[config.mk]
export PLATFORM = sky130hd
export DESIGN_NAME = regfile_access_ctrl
export DESIGN_NICKNAME = d
export VERILOG_FILES = /design/src/rtl/rf_pkg.sv /design/src/rtl/rf_fwd_unit.sv /design/src/rtl/regfile_access_ctrl.sv
export SDC_FILE = /design/constraint.sdc
export NUM_CORES = 1
export LEC_CHECK = 0
export BUFFER_PORTS_ARGS = -buffer_cell sky130_fd_sc_hd__buf_2
export CAP_MARGIN = 20
export CORE_ASPECT_RATIO = 1.25
export CORE_MARGIN = 2
export CORE_UTILIZATION = 40
export CTS_BUF_LIST = sky130_fd_sc_hd__clkbuf_16
export DETAILED_ROUTE_END_ITERATION = 7
export PLACE_DENSITY_LB_ADDON = 0.08
export SLEW_MARGIN = 20
export SYNTH_ARGS = -nofsm -noshare
export SYNTH_HDL_FRONTEND = slang
export SYNTH_SLANG_ARGS = --single-unit
export TNS_END_PERCENT = 30
[constraint.sdc]
create_clock -name clk -period 2.72 [get_ports clk]
set_clock_uncertainty 0.2 [all_clocks]
set_input_delay 0.408 -clock clk [delete_from_list [all_inputs] [get_ports clk]]
set_output_delay 0.408 -clock clk [all_outputs]
set_load 0.01 [all_outputs]
[src/rtl/rf_pkg.sv]
`default_nettype none
// ============================================================================
// Module   : rf_pkg
// Desc     : Shared constants and FSM state type for the register bank
//            access controller.
// Revision : 1.0 - initial release
// ============================================================================
package rf_pkg;

    localparam int RF_ADDR_WIDTH = 4;
    localparam int RF_WIDTH      = 32;
    localparam int RF_READ_LAT   = 2;
    localparam int RF_WRITE_LAT  = 2;

    typedef enum logic [2:0] {
        IDLE  = 3'd0,
        RD    = 3'd1,
        W1    = 3'd2,
        CAP   = 3'd3,
        VALID = 3'd4
    } rf_acc_state_t;

endpackage
`default_nettype wire

[src/rtl/rf_fwd_unit.sv]
`default_nettype none
// ============================================================================
// Module   : rf_fwd_unit
// Desc     : Per-operand writeback forwarding: override register, address
//            compare and capture-cycle operand selection.
// Revision : 1.0 - initial release
// ============================================================================
module rf_fwd_unit
    import rf_pkg::*;
#(
    parameter int ADDR_WIDTH = RF_ADDR_WIDTH,
    parameter int WIDTH      = RF_WIDTH
) (
    input  logic                  clk,
    input  logic                  rst_n,
    input  logic                  clr,
    input  logic                  arm,
    input  logic                  wb_fire,
    input  logic [ADDR_WIDTH-1:0] wb_addr,
    input  logic [WIDTH-1:0]      wb_data,
    input  logic [ADDR_WIDTH-1:0] src_addr,
    input  logic [WIDTH-1:0]      dout,
    output logic                  hit,
    output logic [WIDTH-1:0]      sel_data
);

    logic             r_ovr_vld;
    logic [WIDTH-1:0] r_ovr_data;
    logic             w_hit;

    assign w_hit = wb_fire && (wb_addr == src_addr);

    // Writes landing while the bank read is in flight are invisible to it
    always_ff @(posedge clk or negedge rst_n) begin
        if (!rst_n) begin
            r_ovr_vld  <= 1'b0;
            r_ovr_data <= '0;
        end else if (clr) begin
            r_ovr_vld  <= 1'b0;
        end else if (arm && w_hit) begin
            r_ovr_vld  <= 1'b1;
            r_ovr_data <= wb_data;
        end
    end

    always_comb begin
        sel_data = dout;
        if (w_hit) begin
            sel_data = wb_data;
        end else if (r_ovr_vld) begin
            sel_data = r_ovr_data;
        end
    end

    assign hit = w_hit;

endmodule
`default_nettype wire

[src/rtl/regfile_access_ctrl.sv]
`default_nettype none
// ============================================================================
// Module   : regfile_access_ctrl
// Desc     : Operand-fetch initiator for the register bank; absorbs the
//            two-edge read latency and drives the bank write port.
// Config   : REGFILE_BYPASS_EN enables writeback forwarding into operands.
// Revision : 1.0 - initial release
// ============================================================================
module regfile_access_ctrl
    import rf_pkg::*;
#(
    parameter int ADDR_WIDTH = RF_ADDR_WIDTH,
    parameter int WIDTH      = RF_WIDTH
) (
    input  logic                  clk,
    input  logic                  rst_n,
    input  logic                  req_valid,
    output logic                  req_ready,
    input  logic [ADDR_WIDTH-1:0] req_rs1,
    input  logic [ADDR_WIDTH-1:0] req_rs2,
    output logic                  op_valid,
    input  logic                  op_ready,
    output logic [WIDTH-1:0]      op_a,
    output logic [WIDTH-1:0]      op_b,
    input  logic                  wb_valid,
    output logic                  wb_ready,
    input  logic [ADDR_WIDTH-1:0] wb_addr,
    input  logic [WIDTH-1:0]      wb_data,
    output logic                  read_port_1,
    output logic                  read_port_2,
    output logic [ADDR_WIDTH-1:0] addr_port_1,
    output logic [ADDR_WIDTH-1:0] addr_port_2,
    output logic                  write_port,
    output logic [ADDR_WIDTH-1:0] addr_port_write,
    output logic [WIDTH-1:0]      din_port_write,
    input  logic [WIDTH-1:0]      dout_port_1,
    input  logic [WIDTH-1:0]      dout_port_2
);

    rf_acc_state_t         r_state;
    rf_acc_state_t         w_state_nxt;
    logic [ADDR_WIDTH-1:0] r_rs1;
    logic [ADDR_WIDTH-1:0] r_rs2;
    logic [WIDTH-1:0]      r_op_a;
    logic [WIDTH-1:0]      r_op_b;

    logic                  w_req_ready;
    logic                  w_wb_ready;
    logic                  w_rd_en;
    logic                  w_op_valid;
    logic                  w_stall;
    logic                  w_idle_ok;
    logic                  w_req_fire;
    logic                  w_wb_fire;
    logic                  w_hit_a;
    logic                  w_hit_b;
    logic [WIDTH-1:0]      w_cap_a;
    logic [WIDTH-1:0]      w_cap_b;

`ifdef REGFILE_BYPASS_EN
    localparam logic c_BYPASS = 1'b1;

    logic w_fwd_arm;

    assign w_idle_ok = 1'b1;
    assign w_fwd_arm = (r_state == RD) || (r_state == W1);

    rf_fwd_unit #(
        .ADDR_WIDTH (ADDR_WIDTH),
        .WIDTH      (WIDTH)
    ) u_fwd_a (
        .clk      (clk),
        .rst_n    (rst_n),
        .clr      (w_req_fire),
        .arm      (w_fwd_arm),
        .wb_fire  (w_wb_fire),
        .wb_addr  (wb_addr),
        .wb_data  (wb_data),
        .src_addr (r_rs1),
        .dout     (dout_port_1),
        .hit      (w_hit_a),
        .sel_data (w_cap_a)
    );

    rf_fwd_unit #(
        .ADDR_WIDTH (ADDR_WIDTH),
        .WIDTH      (WIDTH)
    ) u_fwd_b (
        .clk      (clk),
        .rst_n    (rst_n),
        .clr      (w_req_fire),
        .arm      (w_fwd_arm),
        .wb_fire  (w_wb_fire),
        .wb_addr  (wb_addr),
        .wb_data  (wb_data),
        .src_addr (r_rs2),
        .dout     (dout_port_2),
        .hit      (w_hit_b),
        .sel_data (w_cap_b)
    );
`else
    localparam logic c_BYPASS = 1'b0;

    logic r_wb_block;

    // Hold off a fetch for one cycle so the bank has committed the last write
    always_ff @(posedge clk or negedge rst_n) begin
        if (!rst_n) begin
            r_wb_block <= 1'b0;
        end else begin
            r_wb_block <= w_wb_fire;
        end
    end

    assign w_idle_ok = ~r_wb_block;
    assign w_hit_a   = 1'b0;
    assign w_hit_b   = 1'b0;
    assign w_cap_a   = dout_port_1;
    assign w_cap_b   = dout_port_2;
`endif

    always_comb begin
        w_state_nxt = r_state;
        w_req_ready = 1'b0;
        w_rd_en     = 1'b0;
        w_op_valid  = 1'b0;
        w_stall     = 1'b0;
        case (r_state)
            IDLE: begin
                w_req_ready = w_idle_ok;
                if (req_valid && w_idle_ok) begin
                    w_state_nxt = RD;
                end
            end
            RD: begin
                w_rd_en     = 1'b1;
                w_stall     = 1'b1;
                w_state_nxt = W1;
            end
            W1: begin
                w_stall     = 1'b1;
                w_state_nxt = CAP;
            end
            CAP: begin
                w_stall     = 1'b1;
                w_state_nxt = VALID;
            end
            VALID: begin
                w_op_valid = 1'b1;
                if (op_ready) begin
                    w_state_nxt = IDLE;
                end
            end
            default: begin
                w_state_nxt = IDLE;
            end
        endcase
    end

    assign w_wb_ready = c_BYPASS | ~w_stall;
    assign w_req_fire = req_valid & w_req_ready;
    assign w_wb_fire  = wb_valid & w_wb_ready;

    always_ff @(posedge clk or negedge rst_n) begin
        if (!rst_n) begin
            r_state <= IDLE;
            r_rs1   <= '0;
            r_rs2   <= '0;
        end else begin
            r_state <= w_state_nxt;
            if (w_req_fire) begin
                r_rs1 <= req_rs1;
                r_rs2 <= req_rs2;
            end
        end
    end

    // Operands are captured once from the bank; VALID only takes forwarded writes
    always_ff @(posedge clk or negedge rst_n) begin
        if (!rst_n) begin
            r_op_a <= '0;
            r_op_b <= '0;
        end else if (r_state == CAP) begin
            r_op_a <= w_cap_a;
            r_op_b <= w_cap_b;
        end else if (r_state == VALID) begin
            if (w_hit_a) begin
                r_op_a <= wb_data;
            end
            if (w_hit_b) begin
                r_op_b <= wb_data;
            end
        end
    end

    assign req_ready       = w_req_ready;
    assign op_valid        = w_op_valid;
    assign op_a            = r_op_a;
    assign op_b            = r_op_b;
    assign wb_ready        = w_wb_ready;
    assign read_port_1     = w_rd_en;
    assign read_port_2     = w_rd_en;
    assign addr_port_1     = r_rs1;
    assign addr_port_2     = r_rs2;
    assign write_port      = w_wb_fire;
    assign addr_port_write = wb_addr;
    assign din_port_write  = wb_data;

endmodule
`default_nettype wire

* Word-level counts from Yosys, hierarchy flattened
Cells that the tools add are included.
Cells by class: eq/ne operators 6, multiplexer cells 7, bitwise operators 4, reductions and logical operators 4
Operator list (count):
- $pmux 3 s5 | 1
- $eq 3x2->1 const B | 2
- $mux 3 | 2
- $mux 1 | 4
- $ne 2x2->1 const B | 2
- $eq 3x1->1 const B | 1
- $eq 3x3->1 const B | 1
- $logic_not 3->1 | 1
- $reduce_or 3->1 | 1
- $and 1x1->1 | 2
- $not 1->1 | 2
- $reduce_and 2->1 | 1
- $logic_and 1x1->1 | 1
Word-level totals: register bits after elaboration 76, input port bits 113, logic and storage cells 27

* Logic depth before layout (Yosys ltp)
Gate-level depths: netlist of run 1.
word-level depth 5, gate-level depth with buffers 5

* Least setup slack after synthesis of run 1
OpenSTA, ideal clock, no wires.
path type reg2out, start point register r_state[1], end point output port read_port_2, arrival 1.053 ns, setup slack 1.059 ns, stages on the path, launching flop included 4, path buffers 2, path through dfrtp_1 > buf_6 > nor3b_1 > buf_4
On the way: longest elaborated chain between the ends 2
RTL lines:
- start, declared | line regfile_access_ctrl.sv:40 | rf_acc_state_t r_state;
- start signal, assigned | line regfile_access_ctrl.sv:170 | r_state <= w_state_nxt;
- $eq 3x1->1 | line regfile_access_ctrl.sv:128 | case (r_state)
- $mux 1 | line regfile_access_ctrl.sv:128
- end, declared | line regfile_access_ctrl.sv:30 | output logic read_port_2,
Every way passes these cells.

* Worst setup path in the final report of run 1
start point register r_state[1], end point output port write_port
On the way: longest elaborated chain between the ends 5, elaborated cells between the ends (all ways) 7, those cells by class eq/ne (3); mux (1); bitwise (2); reduce/logical (1)
RTL lines:
- $eq 3x2->1 or $eq 3x1->1 (tied branches) | line regfile_access_ctrl.sv:128
- $reduce_or 3->1 (no line) (*)
- $mux 1 (*) | line regfile_access_ctrl.sv:128
- $not 1->1 (*) | line regfile_access_ctrl.sv:160 | assign w_wb_ready = c_BYPASS | ~w_stall;
- $and 1x1->1 (*) | line regfile_access_ctrl.sv:162 | assign w_wb_fire = wb_valid & w_wb_ready;
- end, declared | line regfile_access_ctrl.sv:33 | output logic write_port,
Mark *: on every way between the ends. The rest lies on a longest branch, timed or not.

==> reports/qor.yml, run 1 <==
die:
  fp.coreArea_sq_um: 8290
  die_area_sq_um: 9320
  initial_core_util: 0.413
  dieHeight_um: 107
  die_w_um: 86.7
  ios: 227
  rows: 37
clock_tree:
  ctsHoldBuffers: 1
  cts_tree: "yes"
  clock_latency_ps: 320
  clk_path_buf_depth: 2
  cts.htree.levels: 3
  root_buffer: "clkbuf_16"
  post_cts_resize_count: 0
  post_cts_buffers: 0
  cts.sinks: 76
  cts.clk_slew.worst_paths_ps: 60
  cts_buffers: 9
detailed_routing:
  dr.pass1.iters: 4
  ant_nets: 0
  drc: 0
  routed_via_density: 4.72
  drt-wirelength-per-cell_um: 15.8
  routed_wl_um: 6890
  vias: 2052
  drt_first_iter_violations: 39
critical_path:
  r2r_cells: 3
  start_kind: "flip-flop"
  rrSetupSlack_ps: 870
  endpoint_kind: "output port"
  path_class: "flip-flop to output port"
  cp.required_ps: 2110
  path_max_fanout: 7
  r2r_start: "r_state[2]$_DFFE_PN0P_"
  cp.arrival_ps: 1510
  reg2reg_to: "op_b[12]$_DFFE_PN0P_"
yosys:
  syn_nets: 323
  yosysTopAreaCellShare: 0.556
  ys_seq_area_frac: 0.556
  ys_warn_count: 0
  synthTopCellsByArea: "dfrtp_1 56%, mux2_4 21%, buf_4 8.6%"
  syn_area_sq_um: 3420
  ys_ff_latch: 76
  post_synth_num_cell_types: 19
  async_reset_ff_frac: 1.00
  yosys.area.top_type: "dfrtp_1"
  synth_top_cells_by_count: "76 x dfrtp_1, 49 x mux2_4, 39 x buf_4"
  synth-edff-count: 0
  synth_ff_type: "dfrtp_1"
  synthesis.instances: 210
  yosysMostFrequentCell: "dfrtp_1"
  synth_area_per_cell_sq_um: 16.3
final_layout:
  finalNetCount: 447
  fin_util: 0.517
  fill_cells: 721
  diodes: 0
  multiInputGateArea_sq_um: 1090
  drive_gt1_frac: 0.728
  seq_area_sq_um: 1900
  area_growth_pct: 25.3
grt:
  grt_pass1_wl_um: 10600
  track_usage: 0.148
  grt_pass1_vias: 2072
  antenna_found_initial: 0
  grt-ovfl-total: 0
  grt_max_degree: 41
sta:
  finalCritPeriodShare: 0.779
  setup_ws_ps: 601
  worst_pin_slew_ps: 519
  final_hold_viol_count: 0
  max_freq_mhz: 472
  fin_crit_ps: 2120
  setup_viol: 0
  relSlewSlack: 0.654
  rsz0062_at_grt: "false"
  setup_tns_ps: 0
  slew_violations: 0
pwr:
  p_per_area_nw_per_um2: 1340
  switching_power_w: 0.00173
  p_sw_frac: 0.301
  seqPwrFrac: 0.356
  p_leak_nw: 2.31
  intPower_w: 0.00401
  comb_power_share: 0.415
  p_clk_frac: 0.229
  peakVddDrop_mv: 0.613
placement:
  io_buffers: 154
  gp_congestion: 0.729
  place_hpwl_um: 5060
  post-place-ws_ps: 856
min_path:
  whs_path_depth: 2
  hp-start: "op_ready"
  hold_path_class: "primary input to flip-flop"
  hold_path_end: "r_state[2]$_DFFE_PN0P_"
job:
  maxCapViolations: 0
outcome:
  outcome: "complete, no violations"
## per-stage QoR
| stage | power, W | hold WS, ps | instance area, sq um | instances |
|---|---|---|---|---|
| 2_1_floorplan | 0.00381 | -87.6 | 3420 | 210 |
| 3_3_place_gp | 0.00445 | 226 | 3950 | 419 |
| 3_5_place_dp | 0.00448 | 226 | 3950 | 419 |
| 4_1_cts | 0.00583 | 79.6 | 4290 | 435 |
| 5_1_grt | 0.00609 | 102 | 4290 | 435 |
| 6_report | 0.00574 | 87.9 | 4290 | 435 |
## layer usage
layer	share of wire	global-route usage	vias to the layer above	routed length [um]
li1	-	-	919	-
met1	0.44	0.202	974	3040
met2	0.43	0.199	153	3000
met3	0.11	0.0690	6	774
met4	0.012	0.0636	0	83
met5	0	0.0242	-	0
## power by group through the flow
stage / logic (W) / clock network, W / registers [W]
floorplan: 0.00152 / 0 / 0.00229
global placement: 0.00239 / 0 / 0.00206
detailed placement: 0.00242 / 0 / 0.00206
CTS: 0.00243 / 0.00136 / 0.00205
global route: 0.00257 / 0.00140 / 0.00212
finish: 0.00238 / 0.00131 / 0.00205
## worst max path at each step
stage	endpoint	from	slack [ps]
final	write_port	r_state[1]$_DFFE_PN0P_	600
after global routing	write_port	r_state[1]$_DFFE_PN0P_	490
after CTS	write_port	r_state[1]$_DFFE_PN0P_	570
after detailed placement	op_b[25]$_DFFE_PN0P_	r_state[2]$_DFFE_PN0P_	860
after global placement	op_b[28]$_DFFE_PN0P_	r_state[2]$_DFFE_PN0P_	900
after floorplan	read_port_2	r_state[1]$_DFFE_PN0P_	1060
## state kept, by name, indices dropped and copies added (netlist names)
name	count
op_a	32
op_b	32
addr_port_1	4
addr_port_2	4
r_state	3
r_wb_block	1
## placed cells by master (no fill, tap or decap), types with 2 or more instances in the layout
cell type	count
nor2_1	3
dfrtp_1	76
nor3_1	2
buf_12	2
inv_1	2
buf_4	3
clkbuf_16	9
mux2_4	49
buf_2	153
mux2_2	23
bufinv_16	3
## kinds of logic after synthesis
kind of cell,count (synthesis),synth area share
AOI/OAI and AO/OA,1,0.00146
xor gates and xnor gates,1,0.00256
buffers and inverters,47,0.125
DFF,76,0.556
muxes,72,0.291
and+or+nand+nor,13,0.0245
## layout make-up
class,count,area share
clock buffer,9,0.0525
clock inverter,6,0.0245
inverter,1,0.000875
multi-input combinational,87,0.255
sequential,76,0.444
tap,97,0.0283
timing repair buffer,159,0.196
## worst max-delay path, cell delays in order, from the launching register on
cell and delay [ps]:
dfrtp_1 490, nor2_1 100, or2_2 290, and2_1 170, buf_2 140
No activity file was read; power rests on OpenSTA's default activity.
==> run 2, diff against run 1 <==
==> constraint.sdc (replaced) <==
create_clock -name clk -period 2.1 [get_ports clk]
set_clock_uncertainty 0.2 [all_clocks]
set_input_delay 0.315 -clock clk [delete_from_list [all_inputs] [get_ports clk]]
set_output_delay 0.315 -clock clk [all_outputs]
set_load 0.01 [all_outputs]
==> run 2 against run 1 <==
  * Critical path depth unchanged
  * Die area unchanged
  * Cell area about the same
  * Count of clock-buffer cells in the layout unchanged
  * Largest power group unchanged
==> reports/qor.yml, run 2 (synthesized netlist as in run 1, its figures left out) <==
pwr:
  p_total_w: 0.00733  # was 0.00574 W
  p_leak_nw: 2.30  # was 2.31 nW
  p_per_area_nw_per_um2: 1710  # was 1340 nW/um^2
  peakVddDrop_mv: 0.723  # was 0.613 mV
final_layout:
  mostFrequentLayoutCells: "153 x buf_2, 75 x dfrtp_1, 49 x mux2_4"  # was 153 x buf_2, 76 x dfrtp_1, 49 x mux2_4
  multiInputGateArea_sq_um: 1090  # unchanged
  finalNetCount: 448  # was 447
  drive_gt1_frac: 0.724  # was 0.728
  fill_cells: 740  # was 721
  final_common_cell: "buf_2"  # unchanged
  fin_util: 0.518  # was 0.517
  seq_area_sq_um: 1900  # about the same
  area_growth_pct: 25.3  # about the same
  diodes: 0  # unchanged
sta:
  worst_pin_slew_ps: 393  # was 519 ps
  setup_tns_ps: 0  # unchanged
  setup_viol: 0  # unchanged
  final_hold_viol_count: 0  # unchanged
  relSlewSlack: 0.738  # was 0.654
  fin_crit_ps: 2030
  whs_ps: 13.7  # was 87.9 ps
  max_freq_mhz: 493
  rsz0062_at_grt: "false"  # unchanged
  finalCritPeriodShare: 0.966
  slew_violations: 0  # unchanged
detailed_routing:
  dr.pass1.iters: 4  # unchanged
  vias: 2036  # was 2052
  routed_wl_um: 6830  # was 6890 um
  routed_via_density: 4.66  # was 4.72
  drt_first_iter_violations: 48  # was 39
  drt-wirelength-per-cell_um: 15.6  # was 15.8 um
  ant_nets: 0  # unchanged
  drc: 0  # unchanged
clock_tree:
  clock_latency_ps: 320  # about the same
  root_buffer: "clkbuf_16"  # unchanged
  cts.htree.levels: 3  # unchanged
  cts_tree: "yes"  # unchanged
  cts.sinks: 76  # unchanged
  cts.clk_slew.worst_paths_ps: 60  # about the same
  cts_buffers: 9  # unchanged
  clk_path_buf_depth: 2  # unchanged
  post_cts_buffers: 0  # unchanged
critical_path:
  endpoint_kind: "output port"  # unchanged
  path_max_fanout: 7  # unchanged
  start_kind: "flip-flop"  # unchanged
  path_class: "flip-flop to output port"  # unchanged
  cp.required_ps: 1580  # was 2110 ps
  cp.arrival_ps: 1510  # about the same
die:
  initial_core_util: 0.413  # unchanged
  dieHeight_um: 107  # unchanged
  die_area_sq_um: 9320  # unchanged
  fp.coreArea_sq_um: 8290  # unchanged
  rows: 37  # unchanged
  ios: 227  # unchanged
  die_w_um: 86.7  # unchanged
grt:
  grt_max_degree: 48  # was 41
  track_usage: 0.149  # was 0.148
  grt-ovfl-total: 0  # unchanged
  grt_pass1_vias: 2164  # was 2072
  grt_pass1_wl_um: 10600  # about the same
  antenna_found_initial: 0  # unchanged
outcome:
  outcome: "complete, no violations"  # unchanged
placement:
  io_buffers: 154  # unchanged
  gp_congestion: 0.700  # was 0.729
job:
  maxCapViolations: 0  # unchanged
min_path:
  hold_path_class: "primary input to flip-flop"  # unchanged
[run 2: changes by cell type in the layout (fill, tap and decap cells not counted), sizes merged]
cell         before  now
clkinv            1    3
dlygate4sd3       1    2
bufinv            3    2
[run 2: timing repair]
item / 4_1_cts / 5_1_grt
endpoints found under the setup margin: 0 / 1
resized for setup: 0 / 1
hold buffers: 2 / 0
endpoints found under the hold margin: 30 / 0
[run 2: path summary, 6_finish.rpt]
path | start | to | slack (ps) | cells past startpoint
setup / recovery | r_state[0]$_DFFE_PN0P_ | write_port | 70 | 4
hold / removal | req_rs1[2] | addr_port_1[2]$_DFFE_PN0P_ | 10 | 2
setup reg to reg | r_state[2]$_DFFE_PN0P_ | op_b[12]$_DFFE_PN0P_ | 390 | 3
hold reg to reg | op_a[25]$_DFFE_PN0P_ | op_a[25]$_DFFE_PN0P_ | 300 | 1
max in group asynchronous | rst_n | op_a[28]$_DFFE_PN0P_ | 860 | 3
min in group asynchronous | rst_n | op_b[11]$_DFFE_PN0P_ | 260 | 2
[run 2: power by group]
group	internal (W)	total [W]	switching [W]	leakage, nW
combinational	0.00183	0.00310	0.00127	1.26
sequential	0.00224	0.00265	0.000416	0.890
clock	0.00102	0.00157	0.000552	0.149
total	0.00509	0.00733	0.00224	2.30
[run 2: metal layers]
layer	part of all wire	vias to the layer above	track usage
met5	0	-	0.0242
li1	-	924	-
met2	0.45	157	0.207
met1	0.43	950	0.193
met4	0.0085	0	0.0603
met3	0.11	5	0.0790
[run 2: through the flow]
stage	cells	worst slack, ps	area, sq um
after floorplan	210	532	3420
after global placement	419	396	3960
after detailed placement	419	373	3960
after CTS	437	43.7	4290
after global routing	437	11.7	4290
final	437	72.1	4290
[run 2: critical path: stages, from the launching register on]
cell	delay, ps
dfrtp_1	490
nor2_1	90
or2_2	300
and2_1	170
buf_2	140
[run 2: cell type report]
class	count	area share
Timing Repair Buffer	160	0.201
Inverter	1	0.000875
Clock inverter	7	0.0193
Tap cell	97	0.0283
Sequential cell	76	0.444
Clock buffer	9	0.0525
Multi-Input combinational cell	87	0.255
==> run 3, diff against run 2 <==
--- a/config.mk
+++ b/config.mk
@@ -12,6 +12,7 @@
 export CORE_UTILIZATION = 40
 export CTS_BUF_LIST = sky130_fd_sc_hd__clkbuf_16
 export DETAILED_ROUTE_END_ITERATION = 7
+export MAX_ROUTING_LAYER = met4
 export PLACE_DENSITY_LB_ADDON = 0.08
 export SLEW_MARGIN = 20
 export SYNTH_ARGS = -nofsm -noshare
==> run 3 against run 2 <==
  * Via count about the same
  * Critical path type unchanged
  * Register-to-register slack about the same
  * Highest routed layer unchanged
  * Count of clock-buffer cells in the layout unchanged
==> reports/qor.yml, run 3 (synthesized netlist as in run 1, its figures left out) <==
outcome:
  outcome: "complete, no violations"  # unchanged
sta:
  slew_violations: 0  # unchanged
  fin_crit_ps: 2030  # about the same
  max_freq_mhz: 493  # about the same
  setup_viol: 0  # unchanged
  relSlewSlack: 0.739  # was 0.738
  finalCritPeriodShare: 0.965  # was 0.966
  rsz0062_at_grt: "false"  # unchanged
  worst_pin_slew_ps: 391  # was 393 ps
  final_hold_viol_count: 0  # unchanged
  setup_tns_ps: 0  # unchanged
pwr:
  p_per_area_nw_per_um2: 1710  # about the same
  p_leak_nw: 2.30  # unchanged
  peakVddDrop_mv: 0.724  # was 0.723 mV
  p_total_w: 0.00733  # about the same
die:
  die_w_um: 86.7  # unchanged
  ios: 227  # unchanged
  dieHeight_um: 107  # unchanged
  fp.coreArea_sq_um: 8290  # unchanged
  die_area_sq_um: 9320  # unchanged
  rows: 37  # unchanged
  initial_core_util: 0.413  # unchanged
critical_path:
  start_kind: "flip-flop"  # unchanged
  cp.arrival_ps: 1510  # about the same
  endpoint_kind: "output port"  # unchanged
  cp.required_ps: 1580  # about the same
  path_max_fanout: 7  # unchanged
  path_class: "flip-flop to output port"  # unchanged
clock_tree:
  cts.clk_slew.worst_paths_ps: 60  # about the same
  clk_path_buf_depth: 2  # unchanged
  cts.sinks: 76  # unchanged
  root_buffer: "clkbuf_16"  # unchanged
  clock_latency_ps: 320  # about the same
  cts_buffers: 9  # unchanged
  cts_tree: "yes"  # unchanged
  cts.htree.levels: 3  # unchanged
job:
  maxCapViolations: 0  # unchanged
grt:
  grt-ovfl-total: 0  # unchanged
  grt_pass1_wl_um: 10700  # was 10600 um
  track_usage: 0.153  # was 0.149
  antenna_found_initial: 0  # unchanged
  grt_max_degree: 48  # unchanged
  grt_pass1_vias: 2153  # was 2164
final_layout:
  fin_area_sq_um: 4290  # unchanged
  area_growth_pct: 25.3  # unchanged
  fin_util: 0.518  # unchanged
  mostFrequentLayoutCells: "153 x buf_2, 75 x dfrtp_1, 49 x mux2_4"  # unchanged
  fill_cells: 740  # unchanged
  final_common_cell: "buf_2"  # unchanged
  fin_cells: 437  # unchanged
  drive_gt1_frac: 0.724  # unchanged
  finalNetCount: 448  # unchanged
  diodes: 0  # unchanged
detailed_routing:
  vias: 2038  # was 2036
  dr.pass1.iters: 4  # unchanged
  routed_wl_um: 6840  # was 6830 um
  routed_via_density: 4.66  # about the same
  drc: 0  # unchanged
  drt_first_iter_violations: 66  # was 48
  drt-wirelength-per-cell_um: 15.7  # was 15.6 um
  ant_nets: 0  # unchanged
min_path:
  hold_path_class: "primary input to flip-flop"  # unchanged
placement:
  io_buffers: 154  # unchanged
  gp_congestion: 0.708  # was 0.700
  place_area_sq_um: 3960  # unchanged
  dp_cells: 419  # unchanged
[run 3: cell counts in the layout (fill, tap and decap cells not counted)]
No cell type changed its count.
[run 3: area by class of cell]
class / count / area (sq um) / share of cell area
flip-flops and latches: 76 / 1900 / 0.444
inverters: 1 / 3.75 / 0.000875
repair buffers: 160 / 861 / 0.201
multi-input cells: 87 / 1090 / 0.255
clock inverters: 7 / 82.6 / 0.0193
well taps: 97 / 121 / 0.0283
clock buffers: 9 / 225 / 0.0525
[run 3: worst paths after layout]
| kind | start | to | slack [ps] | cells past startpoint |
|---|---|---|---|---|
| worst min register to register | op_a[25]$_DFFE_PN0P_ | op_a[25]$_DFFE_PN0P_ | 300 | 1 |
| min in group asynchronous | rst_n | op_a[11]$_DFFE_PN0P_ | 260 | 2 |
| max in group asynchronous | rst_n | op_b[21]$_DFFE_PN0P_ | 860 | 3 |
| worst min-delay path | req_rs1[2] | addr_port_1[2]$_DFFE_PN0P_ | 10 | 2 |
| worst max-delay path | r_state[0]$_DFFE_PN0P_ | write_port | 70 | 4 |
| worst max register to register | r_state[2]$_DFFE_PN0P_ | op_b[12]$_DFFE_PN0P_ | 390 | 3 |
[run 3: what timing repair did]
| action | in CTS | in global routing |
|---|---|---|
| hold buffers | 2 | 0 |
| hold endpoints to repair | 30 | 0 |
| endpoints found under the setup margin | 0 | 1 |
| gates resized for setup | 0 | 1 |
| setup buffers | 0 | 0 |
[run 3: worst max-delay path, cell delays in order, from the launching register on]
cell and delay (ps):
dfrtp_1 490, nor2_1 90, or2_2 300, and2_1 170
buf_2 140
[run 3: report_power, final]
part / total [W] / switching, W / leakage [nW] / internal, W
Combinational: 0.00310 / 0.00127 / 1.26 / 0.00183
Clock: 0.00158 / 0.000554 / 0.149 / 0.00102
Sequential: 0.00265 / 0.000415 / 0.890 / 0.00224
[run 3: through the flow]
stage,hold slack [ps],setup WS (ps)
2_1_floorplan,-181,532
3_3_place_gp,74.7,396
3_5_place_dp,74.2,373
4_1_cts,2.17,43.7
5_1_grt,3.69,13.4
6_report,14.7,72.7
[run 3: routing by layer]
layer	up-vias	share of wire	GRT usage
li1	924	-	-
met1	948	0.43	0.196
met2	157	0.44	0.206
met3	9	0.11	0.0775
met4	0	0.013	0.0603
met5	-	0	-
